## config.mk

```make
export PLATFORM = sky130hd
export DESIGN_NAME = fetch_pc_unit
export DESIGN_NICKNAME = d
export VERILOG_FILES = /design/src/rtl/fetch_pc_unit.sv
export SDC_FILE = /design/constraint.sdc
export NUM_CORES = 1
export LEC_CHECK = 0
export ABC_AREA = 1
export CAP_MARGIN = 20
export CORE_MARGIN = 8
export CORE_UTILIZATION = 49
export DETAILED_ROUTE_END_ITERATION = 12
export PLACE_DENSITY = 0.91
export SYNTH_ARGS = -nofsm -noshare
export SYNTH_HDL_FRONTEND = slang
export SYNTH_SLANG_ARGS = --single-unit
```

## constraint.sdc

```tcl
create_clock -name clk -period 2.49 [get_ports clk]
set_clock_uncertainty 0.1 [all_clocks]
set_input_delay 0.498 -clock clk [delete_from_list [all_inputs] [get_ports clk]]
set_output_delay 0.498 -clock clk [all_outputs]
set_load 0.02 [all_outputs]
```

## src/rtl/fetch_pc_unit.sv

```systemverilog
// Fetch stage: owns the fetch PC, keeps one instruction-memory request in flight
// and buffers returned words in a 2-entry queue toward decode.
module fetch_pc_unit #(
    parameter logic [31:0] RESET_PC = 32'h0000_2000
) (
    input  logic        clk,
    input  logic        reset_n,
    input  logic        io_exe_valid,
    input  logic [2:0]  io_pc_sel,
    input  logic [31:0] io_br_target,
    input  logic [31:0] io_jmp_target,
    input  logic [31:0] io_jalr_target,
    input  logic [31:0] io_evec,
    output logic        io_imem_req_valid,
    input  logic        io_imem_req_ready,
    output logic [31:0] io_imem_req_addr,
    input  logic        io_imem_resp_valid,
    input  logic [31:0] io_imem_resp_data,
    output logic        io_dec_valid,
    input  logic        io_dec_ready,
    output logic [31:0] io_dec_inst,
    output logic [31:0] io_dec_pc,
    output logic [1:0]  o_dbg_state
);

    localparam logic [1:0] S_IDLE      = 2'd0;
    localparam logic [1:0] S_REQ       = 2'd1;
    localparam logic [1:0] S_WAIT      = 2'd2;
    localparam logic [1:0] S_WAIT_KILL = 2'd3;

    // Handshakes: a transfer happens on a rising edge where valid && ready;
    // req_valid is never withdrawn before its transfer except by a redirect.
    logic [1:0]  r_state;
    logic [31:0] r_fetch_pc;
    logic [31:0] r_req_pc;
    logic [1:0]  r_count;
    logic        r_head;
    logic [31:0] r_q_pc   [2];
    logic [31:0] r_q_inst [2];

    logic        w_redirect;
    logic [31:0] w_target;
    logic        w_req_valid;
    logic        w_hs;
    logic        w_push;
    logic        w_dec_valid;
    logic        w_pop;
    logic        w_tail;
    logic [1:0]  w_state_nxt;

    always_comb begin
        w_redirect = 1'b0;
        w_target   = '0;
        if (io_exe_valid) begin
            case (io_pc_sel)
                3'd1: begin w_redirect = 1'b1; w_target = io_jalr_target; end
                3'd2: begin w_redirect = 1'b1; w_target = io_br_target;   end
                3'd3: begin w_redirect = 1'b1; w_target = io_jmp_target;  end
                3'd4: begin w_redirect = 1'b1; w_target = io_evec;        end
                default: begin w_redirect = 1'b0; w_target = '0; end
            endcase
        end
    end

    assign w_req_valid = (r_state == S_REQ) && (r_count < 2'd2);
    assign w_hs        = w_req_valid && io_imem_req_ready;
    // A response landing in the redirect cycle belongs to the old path.
    assign w_push      = (r_state == S_WAIT) && io_imem_resp_valid && !w_redirect;
    assign w_dec_valid = (r_count != 2'd0) && !w_redirect;
    assign w_pop       = w_dec_valid && io_dec_ready;
    assign w_tail      = r_head ^ r_count[0];

    always_comb begin
        w_state_nxt = r_state;
        case (r_state)
            S_IDLE:      w_state_nxt = S_REQ;
            S_REQ:       if (w_hs) w_state_nxt = w_redirect ? S_WAIT_KILL : S_WAIT;
            S_WAIT: begin
                if (io_imem_resp_valid)  w_state_nxt = S_REQ;
                else if (w_redirect)     w_state_nxt = S_WAIT_KILL;
            end
            S_WAIT_KILL: if (io_imem_resp_valid) w_state_nxt = S_REQ;
            default:     w_state_nxt = S_IDLE;
        endcase
    end

    always_ff @(posedge clk or negedge reset_n) begin
        if (!reset_n) begin
            r_state     <= S_IDLE;
            r_fetch_pc  <= RESET_PC;
            r_req_pc    <= '0;
            r_count     <= '0;
            r_head      <= 1'b0;
            r_q_pc[0]   <= '0;
            r_q_pc[1]   <= '0;
            r_q_inst[0] <= '0;
            r_q_inst[1] <= '0;
        end else begin
            r_state <= w_state_nxt;

            if (w_redirect)  r_fetch_pc <= w_target;
            else if (w_hs)   r_fetch_pc <= r_fetch_pc + 32'd4;

            if (w_hs) r_req_pc <= r_fetch_pc;

            if (w_push) begin
                r_q_pc[w_tail]   <= r_req_pc;
                r_q_inst[w_tail] <= io_imem_resp_data;
            end

            if (w_pop) r_head <= ~r_head;

            if (w_redirect)             r_count <= 2'd0;
            else if (w_push && !w_pop)  r_count <= r_count + 2'd1;
            else if (!w_push && w_pop)  r_count <= r_count - 2'd1;
        end
    end

    assign io_imem_req_valid = w_req_valid;
    assign io_imem_req_addr  = r_fetch_pc;
    assign io_dec_valid      = w_dec_valid;
    assign io_dec_inst       = r_q_inst[r_head];
    assign io_dec_pc         = r_q_pc[r_head];
    assign o_dbg_state       = r_state;

endmodule

```

==> out/metrics.csv, run 1 <==
stage,metric,value,unit
sta,setup_violations,0,
finish,drive_gt1_share,6.471,%
sta,worst_pin_slew,573.2,ps
worst_setup_path,worst-r2r-setup-slack,340,ps
drt,route.met3.wl,2.501,mm
yosys,yosysTopAreaCellShare,47.85,%
clock_network,cts_tree,yes,
power_and_ir_drop,p_per_area,1096,nW/µm²
worst_setup_path,path_max_fanout,3,
worst_setup_path,cpMaxStageDelayCell,clkdlybuf4s50_1,
worst_setup_path,end_kind,primary output,
finish,final_area,13900,µm²
clock_network,clk_pin_slew,70,ps
sta,period_needed,2426,ps
worst_hold_path,hold_depth,2,
finish,syn_to_final_growth,35.66,%
yosys,synth_nets,1598,
drt,highest_layer,met4,
yosys,synth_top_area_cell,dfrtp_1,
drt,wl_met2,14.47,mm
floorplanning,io_pins,269,
clock_network,clockRootBuffer,clkbuf_16,
worst_setup_path,critPathKind,primary input to primary output,
sta,fin_crit_sh,97.42,%
placed_design,dp.cells,1942,
grt,grt_pass1_vias,10104,
placed_design,io_buffers,268,
drt,drc,0,
run,max_cap_viol_count,0,
clock_network,cts_buffer_depth,2,
worst_setup_path,r2r-start,o_dbg_state[0]$_DFFE_PN0P_,
worst_hold_path,holdPathEnd,r_q_pc[15]$_DFFE_PN0P_,
sta,worst_slack,64.29,ps
placed_design,place_hpwl,23.89,mm
yosys,synth_area,10250,µm²
worst_setup_path,critical_path.cell_chain,"clkdlybuf4s50_1, nor2_4, nand2_2, nand2_2, nand2_4, inv_4, nor2_1, dlygate4sd2_1",
floorplanning,placementRows,53,
yosys,syn-mean-instance-area,7.193,µm²
yosys,ys.flop_type,dfrtp_1,
worst_setup_path,cpLargestDelayFamily,buffers and inverters,
finish,final_cells,1977,
finish,fill_cells,1744,
worst_hold_path,hold_start,r_q_pc[15]$_DFFE_PN0P_,
power_and_ir_drop,leakage,0.007046,µW
worst_setup_path,r2r_end,io_imem_req_addr[30]$_DFFE_PN0P_,
floorplanning,initial_utilization,49.38,%
worst_setup_path,critical_path.max_stage_delay,570,ps
worst_setup_path,crit_path_start_kind,primary input,
clock_network,cts_max_level,4,
drt,wire_per_inst,15.75,µm
drt,drt_pass1_iterations,5,
sta,hold_viol,0,
power_and_ir_drop,vdd_drop_max,0.4948,mV
grt,antenna_found_initial,2,
sta,whs,391.3,ps
floorplanning,die_h,160.6,µm
floorplanning,core,20760,µm²
worst_setup_path,crit_required,1890,ps
clock_network,numCtsBuffers,17,
worst_setup_path,crit_path_frequent_cell,nand2_2,
yosys,synth-seq-cells,197,
floorplanning,die_w,160.6,µm
yosys,synth-edff-count,0,
yosys,synth_cells,1425,
run_status,status,completed,
floorplanning,die_area,25800,µm²
drt,drt-total-wl,31.15,mm
grt,grt_max_degree,86,
worst_hold_path,hold_path.class,flip-flop to flip-flop,
finish,final_nets,1860,
drt,avgViaCountPerCell,5.117,
sta,fmax,412.3,MHz
yosys,synth_seq_area_share,48.11,%
clock_network,clk_latency,440,ps
yosys,synth-async-reset-ratio,100.0,%
placed_design,place_congestion,0.9631,
clock_network,cts.sinks,197,
sta,rsz0062_at_grt,no,
worst_setup_path,r2r_cells,9,
placed_design,placed_area,13340,µm²
grt,grt.overflow.total,0,
worst_setup_path,cp.arrival,1830,ps
yosys,ys.warnings.count,0,
power_and_ir_drop,finalPower,15240,µW
drt,m1WireLength,13.42,mm
worst_setup_path,crit_buf_inv,3,
grt,grt_use_total,24.18,%
placed_design,pre_cts_slack,-218.4,ps
yosys,synthTopCellsByArea,"dfrtp_1, nand2_1, o21ai_1",
drt,drt-initial-drc-count,846,
sta,slew_violations,0,
sta,relSlewSlack,61.64,%
grt,grt_pass1_wl,50.86,mm
drt,vias,10116,
yosys,ys_types,34,
drt,ant_nets,0,
[registers in the layout, summed over array words and instances, names as in the netlist]
name              flops
io_imem_req_addr     32
o_dbg_state           2
r_count               2
r_head                1
r_q_inst             64
r_q_pc               64
r_req_pc             32
[power breakdown]
| group | switching [µW] | internal [µW] |
|---|---|---|
| clock | 1300 | 1320 |
| sequential | 1020 | 4600 |
| combinational | 4210 | 2790 |
[stage by stage]
step	TNS [ps]	util, %
floorplan	0	-
global route	0	66.99
detailed placement	-2636	64.28
CTS	-17.61	66.86
finish	0	66.99
global placement	-265.0	64.28
[worst reg2reg max path, delay by kind of cell, from the launching register on]
| family | cells | cell delay [ps] |
|---|---|---|
| buffers and inverters | 3 | 600 |
| AO/OA/AOI/OAI | 1 | 140 |
| flip-flops | 1 | 440 |
| AND/OR/NAND/NOR | 4 | 560 |
| adder cells (fa/ha/maj) | 1 | 240 |
[per-layer routing]
layer | global-route usage [%] | up-vias
met5 | 0 | -
met4 | 7.859 | 0
met3 | 7.115 | 47
met2 | 39.39 | 413
met1 | 30.38 | 4661
li1 | - | 4995
[cell usage after synthesis (2+ instances only)]
| master | n |
|---|---|
| a21oi_1 | 15 |
| a22o_1 | 8 |
| buf_1 | 8 |
| buf_2 | 24 |
| buf_4 | 14 |
| buf_6 | 6 |
| clkbuf_1 | 16 |
| clkinv_1 | 2 |
| dfrtp_1 | 196 |
| ha_1 | 4 |
| inv_1 | 128 |
| nand2_1 | 624 |
| nand2_2 | 5 |
| nand3_1 | 43 |
| nand4_1 | 29 |
| nor2_1 | 98 |
| nor2_4 | 2 |
| o21ai_0 | 49 |
| o21ai_1 | 128 |
| o221ai_1 | 3 |
| o22ai_1 | 2 |
| xnor2_1 | 2 |
| xor2_1 | 8 |
[cell families after synthesis]
kind of cell             after synthesis  synth area share (%)
AND/OR/NAND/NOR                      806                 31.29
AO/OA/AOI/OAI                        208                 10.67
buffers and inverters                200                 8.594
flip-flops                           197                 48.11
XOR/XNOR                              10                0.8546
adder cells (fa/ha/maj)                4                0.4883
[cell type report]
cell class                      count  area [µm²]  share of cell area [%]
Sequential cell                   197        4932                   35.47
Multi-Input combinational cell   1028        4448                   31.99
Timing Repair Buffer              311        3105                   22.33
Inverter                          132       504.2                   3.626
Clock buffer                       17       425.4                   3.059
Tap cell                          275       344.1                   2.475
Clock inverter                     15       140.1                   1.008
Antenna cell                        2       5.005                 0.03599
[worst max-delay path by stage]
stage / cells after the start / startpoint / endpoint
after floorplan: 12 / o_dbg_state[1]$_DFFE_PN0P_ / io_imem_req_addr[9]$_DFFE_PN0P_
after CTS: 4 / r_head$_DFFE_PN0P_ / io_dec_pc[7]
after global routing: 8 / io_pc_sel[1] / io_dec_valid
after detailed placement: 8 / io_pc_sel[1] / io_dec_valid
after global placement: 8 / io_pc_sel[1] / io_dec_valid
final: 8 / io_pc_sel[1] / io_dec_valid
[timing repair]
item / 4_1_cts / 5_1_grt
gates resized for setup: 50 / 6
hold buffers: 1 / 0
endpoints found under the setup margin: 48 / 4
hold endpoints to repair: 76 / 0
pin swaps: 0 / 0
setup buffers: 0 / 0
[cells in the final DEF, fill, tap and decap left out, types with 2 or more instances in the layout]
master	count
xor2_1	8
nand2_2	3
a21oi_1	15
inv_1	127
diode_2	2
buf_12	15
clkinv_8	2
clkbuf_16	17
nor2_1	98
clkinv_2	2
clkinvlp_4	4
dlygate4sd2_1	45
o22ai_1	2
ha_1	4
clkdlybuf4s50_1	201
inv_4	2
nand3_1	43
nand2_1	624
inv_6	4
o221ai_1	3
dlymetal6s2s_1	3
clkinv_4	2
nor2_4	2
nand4_1	29
o21ai_0	49
dfrtp_1	195
nand2_4	3
xnor2_1	2
buf_4	45
a22o_1	8
o21ai_1	128
inv_8	2
Note: power is estimated with default switching activity, not from simulation.
==> run 2, diff against run 1 <==
- HOLD_SLACK_MARGIN: default -> 0.02
- clock period: 2.49 -> 2.5 ns (I/O delays scaled with it)
==> run 2 against run 1 <==
Compared with the run above:
- clock power is 7% higher
- combinational power up 2%
- via count down 0.14%
- sequential power about the same
==> out/metrics.csv, run 2 (synthesis gave the netlist of run 1 again) <==
stage,metric,value,unit,change
drt,drt-total-wl,31.25,mm,+0.34%
grt,grt_pass1_wl,50.45,mm,-0.81%
sta,relSlewSlack,61.96,%,+0.32 points
worst_setup_path,cpLargestDelayFamily,buffers and inverters,,
grt,antenna_found_initial,1,,-1
worst_setup_path,path_max_fanout,33,,+30
clock_network,clockRootBuffer,clkbuf_16,,
power_and_ir_drop,switchingPower,6492,µW,-0.62%
worst_setup_path,critical_path.cell_chain,"buf_8, nand2_1, nand2_1, clkdlybuf4s50_1",,
power_and_ir_drop,clock_power_share,18.0,%,+0.8 points
sta,setup_violations,0,,unchanged
worst_hold_path,holdPathEnd,r_req_pc[11]$_DFFE_PN0P_,,
floorplanning,io_pins,269,,unchanged
worst_setup_path,cp.arrival,1870,ps,+40 ps
worst_setup_path,crit_buf_inv,2,,-1
sta,rsz0062_at_grt,yes,,
drt,wire_per_inst,15.82,µm,+0.39%
drt,vias,10102,,-0.14%
worst_setup_path,worst-r2r-setup-slack,260,ps,-80 ps
placed_design,io_buffers,268,,unchanged
sta,whs,387.9,ps,-3.397 ps
placed_design,placed_area,13340,µm²,unchanged
power_and_ir_drop,p_sw_share,41.69,%,-1.2 points
worst_setup_path,critical_path.max_stage_delay,600,ps,+30 ps
drt,drt_pass1_iterations,9,,+4
grt,grt_pass1_vias,9931,,-1.7%
floorplanning,placementRows,53,,unchanged
clock_network,cts_max_level,4,,unchanged
worst_setup_path,crit_required,1900,ps,about the same
sta,fin_crit_sh,98.65,%,
finish,syn_to_final_growth,37.46,%,
finish,seq_area,4932,µm²,unchanged
clock_network,cts_buffer_depth,2,,unchanged
finish,final_cells,1976,,-0.051%
run_status,status,completed,,
power_and_ir_drop,intPower,9081,µW,+4.3%
power_and_ir_drop,p_comb_share,46.1,%,+0.2 points
power_and_ir_drop,vdd_drop_max,0.4986,mV,+0.78%
clock_network,postCtsSetupRepairBufs,0,,unchanged
placed_design,dp.cells,1942,,unchanged
drt,avgViaCountPerCell,5.112,,about the same
clock_network,cts.sinks,197,,unchanged
drt,drc,0,,unchanged
power_and_ir_drop,finalPower,15570,µW,+2.2%
finish,drive_gt1_share,6.471,%,unchanged
drt,drt-initial-drc-count,1092,,+29%
worst_setup_path,cpMaxStageDelayCell,clkdlybuf4s50_1,,
clock_network,cts_tree,yes,,
power_and_ir_drop,p_per_area,1105,nW/µm²,+0.85%
power_and_ir_drop,leakage,0.007499,µW,+6.4%
floorplanning,die_w,160.6,µm,unchanged
sta,fmax,405.5,MHz,
finish,final_area,14090,µm²,+1.3%
finish,layout_commonest_cell,nand2_1,,
worst_hold_path,hold_depth,2,,unchanged
worst_setup_path,crit_path_frequent_cell,nand2_1,,
drt,ant_nets,0,,unchanged
worst_setup_path,r2r_cells,10,,+1
sta,worst_pin_slew,570.6,ps,-2.655 ps
worst_hold_path,hold_path.class,flip-flop to flip-flop,,
worst_setup_path,crit_path_start_kind,flip-flop,,
clock_network,clk_pin_slew,70,ps,about the same
run,max_cap_viol_count,0,,unchanged
finish,fill_cells,1703,,-2.4%
floorplanning,core,20760,µm²,unchanged
clock_network,numCtsBuffers,17,,unchanged
floorplanning,die_area,25800,µm²,unchanged
placed_design,place_congestion,0.9732,,+1.0%
worst_hold_path,hold_start,r_req_pc[11]$_DFFE_PN0P_,,
finish,final_nets,1860,,unchanged
power_and_ir_drop,pwr-share-seq,35.9,%,-1.0 points
finish,multi_input_area,4448,µm²,unchanged
finish,top_regs,"r_q_inst x64, r_q_pc x64",,
sta,slew_violations,0,,unchanged
worst_setup_path,r2r-start,o_dbg_state[1]$_DFFE_PN0P_,,
floorplanning,initial_utilization,49.38,%,unchanged
clock_network,clk_latency,430,ps,about the same
worst_setup_path,critPathKind,flip-flop to primary output,,
worst_setup_path,end_kind,primary output,,
finish,layout_common_cells,"nand2_1, clkdlybuf4s50_1, dfrtp_1",,
finish,final_util,67.88,%,+0.89 points
worst_setup_path,r2r_end,io_imem_req_addr[20]$_DFFE_PN0P_,,
floorplanning,die_h,160.6,µm,unchanged
placed_design,place_hpwl,23.83,mm,-0.21%
grt,grt_use_total,23.99,%,-0.19 points
sta,period_needed,2466,ps,
sta,hold_viol,0,,unchanged
grt,grt_max_degree,69,,-20%
grt,grt.overflow.total,0,,unchanged
==> run 2: worst max-delay path by stage <==
stage,startpoint,end,slack (ps),depth (start not counted)
after floorplan,o_dbg_state[1]$_DFFE_PN0P_,io_imem_req_addr[9]$_DFFE_PN0P_,270,12
after global placement,io_pc_sel[1],io_dec_valid,-230,8
after detailed placement,io_pc_sel[1],io_dec_valid,-250,8
after CTS,r_head$_DFFE_PN0P_,io_dec_pc[24],-140,4
after global routing,r_head$_DFFE_PN0P_,io_dec_pc[6],-60,4
final,r_head$_DFFE_PN0P_,io_dec_pc[6],30,4
==> run 2: worst reg2reg max path: stages (launching register included) <==
cell and delay (ps):
dfrtp_1 420, inv_1 60, ha_1 190, inv_1 80, nor2_1 70, nand2_1 180, clkinv_1 430, nand2_1 230
buf_4 190, nand2_1 80, a21oi_1 150
==> run 2: cell type report <==
cell class / instances / share of cell area [%]
Clock inverter: 15 / 1.359
Inverter: 132 / 3.552
Sequential cell: 197 / 35.01
Antenna cell: 1 / 0.01776
Clock buffer: 17 / 3.019
Timing Repair Buffer: 311 / 23.04
Tap cell: 275 / 2.442
Multi-Input combinational cell: 1028 / 31.57
==> run 2: what timing repair did <==
item	CTS	global route
pin swaps	0	0
hold buffers	1	0
endpoints found under the hold margin	65	0
endpoints found under the setup margin	48	47
gates resized for setup	3	49
==> run 2: metal layers <==
layer	track usage [%]	up-vias	wire length, µm
met5	0	-	0
met4	6.160	0	609
met3	6.373	45	2370
met2	40.08	418	14960
met1	30.36	4637	13310
li1	-	5002	-
==> run 2: metrics by stage <==
stage          setup TNS [ps]  worst slack, ps
2_1_floorplan               0            269.9
3_3_place_gp           -266.9           -230.8
3_5_place_dp            -1706           -249.1
4_1_cts                 -4653           -140.4
5_1_grt                -145.9           -64.06
6_report                    0            33.70
==> run 2: power groups by stage <==
stage / registers (µW) / logic [µW] / clock network, µW
global placement: 5530 / 7110 / 0
detailed placement: 5600 / 7280 / 0
finish: 5600 / 7170 / 2800
global route: 5760 / 7940 / 3000
floorplan: 5590 / 3910 / 0
CTS: 5560 / 7320 / 2850
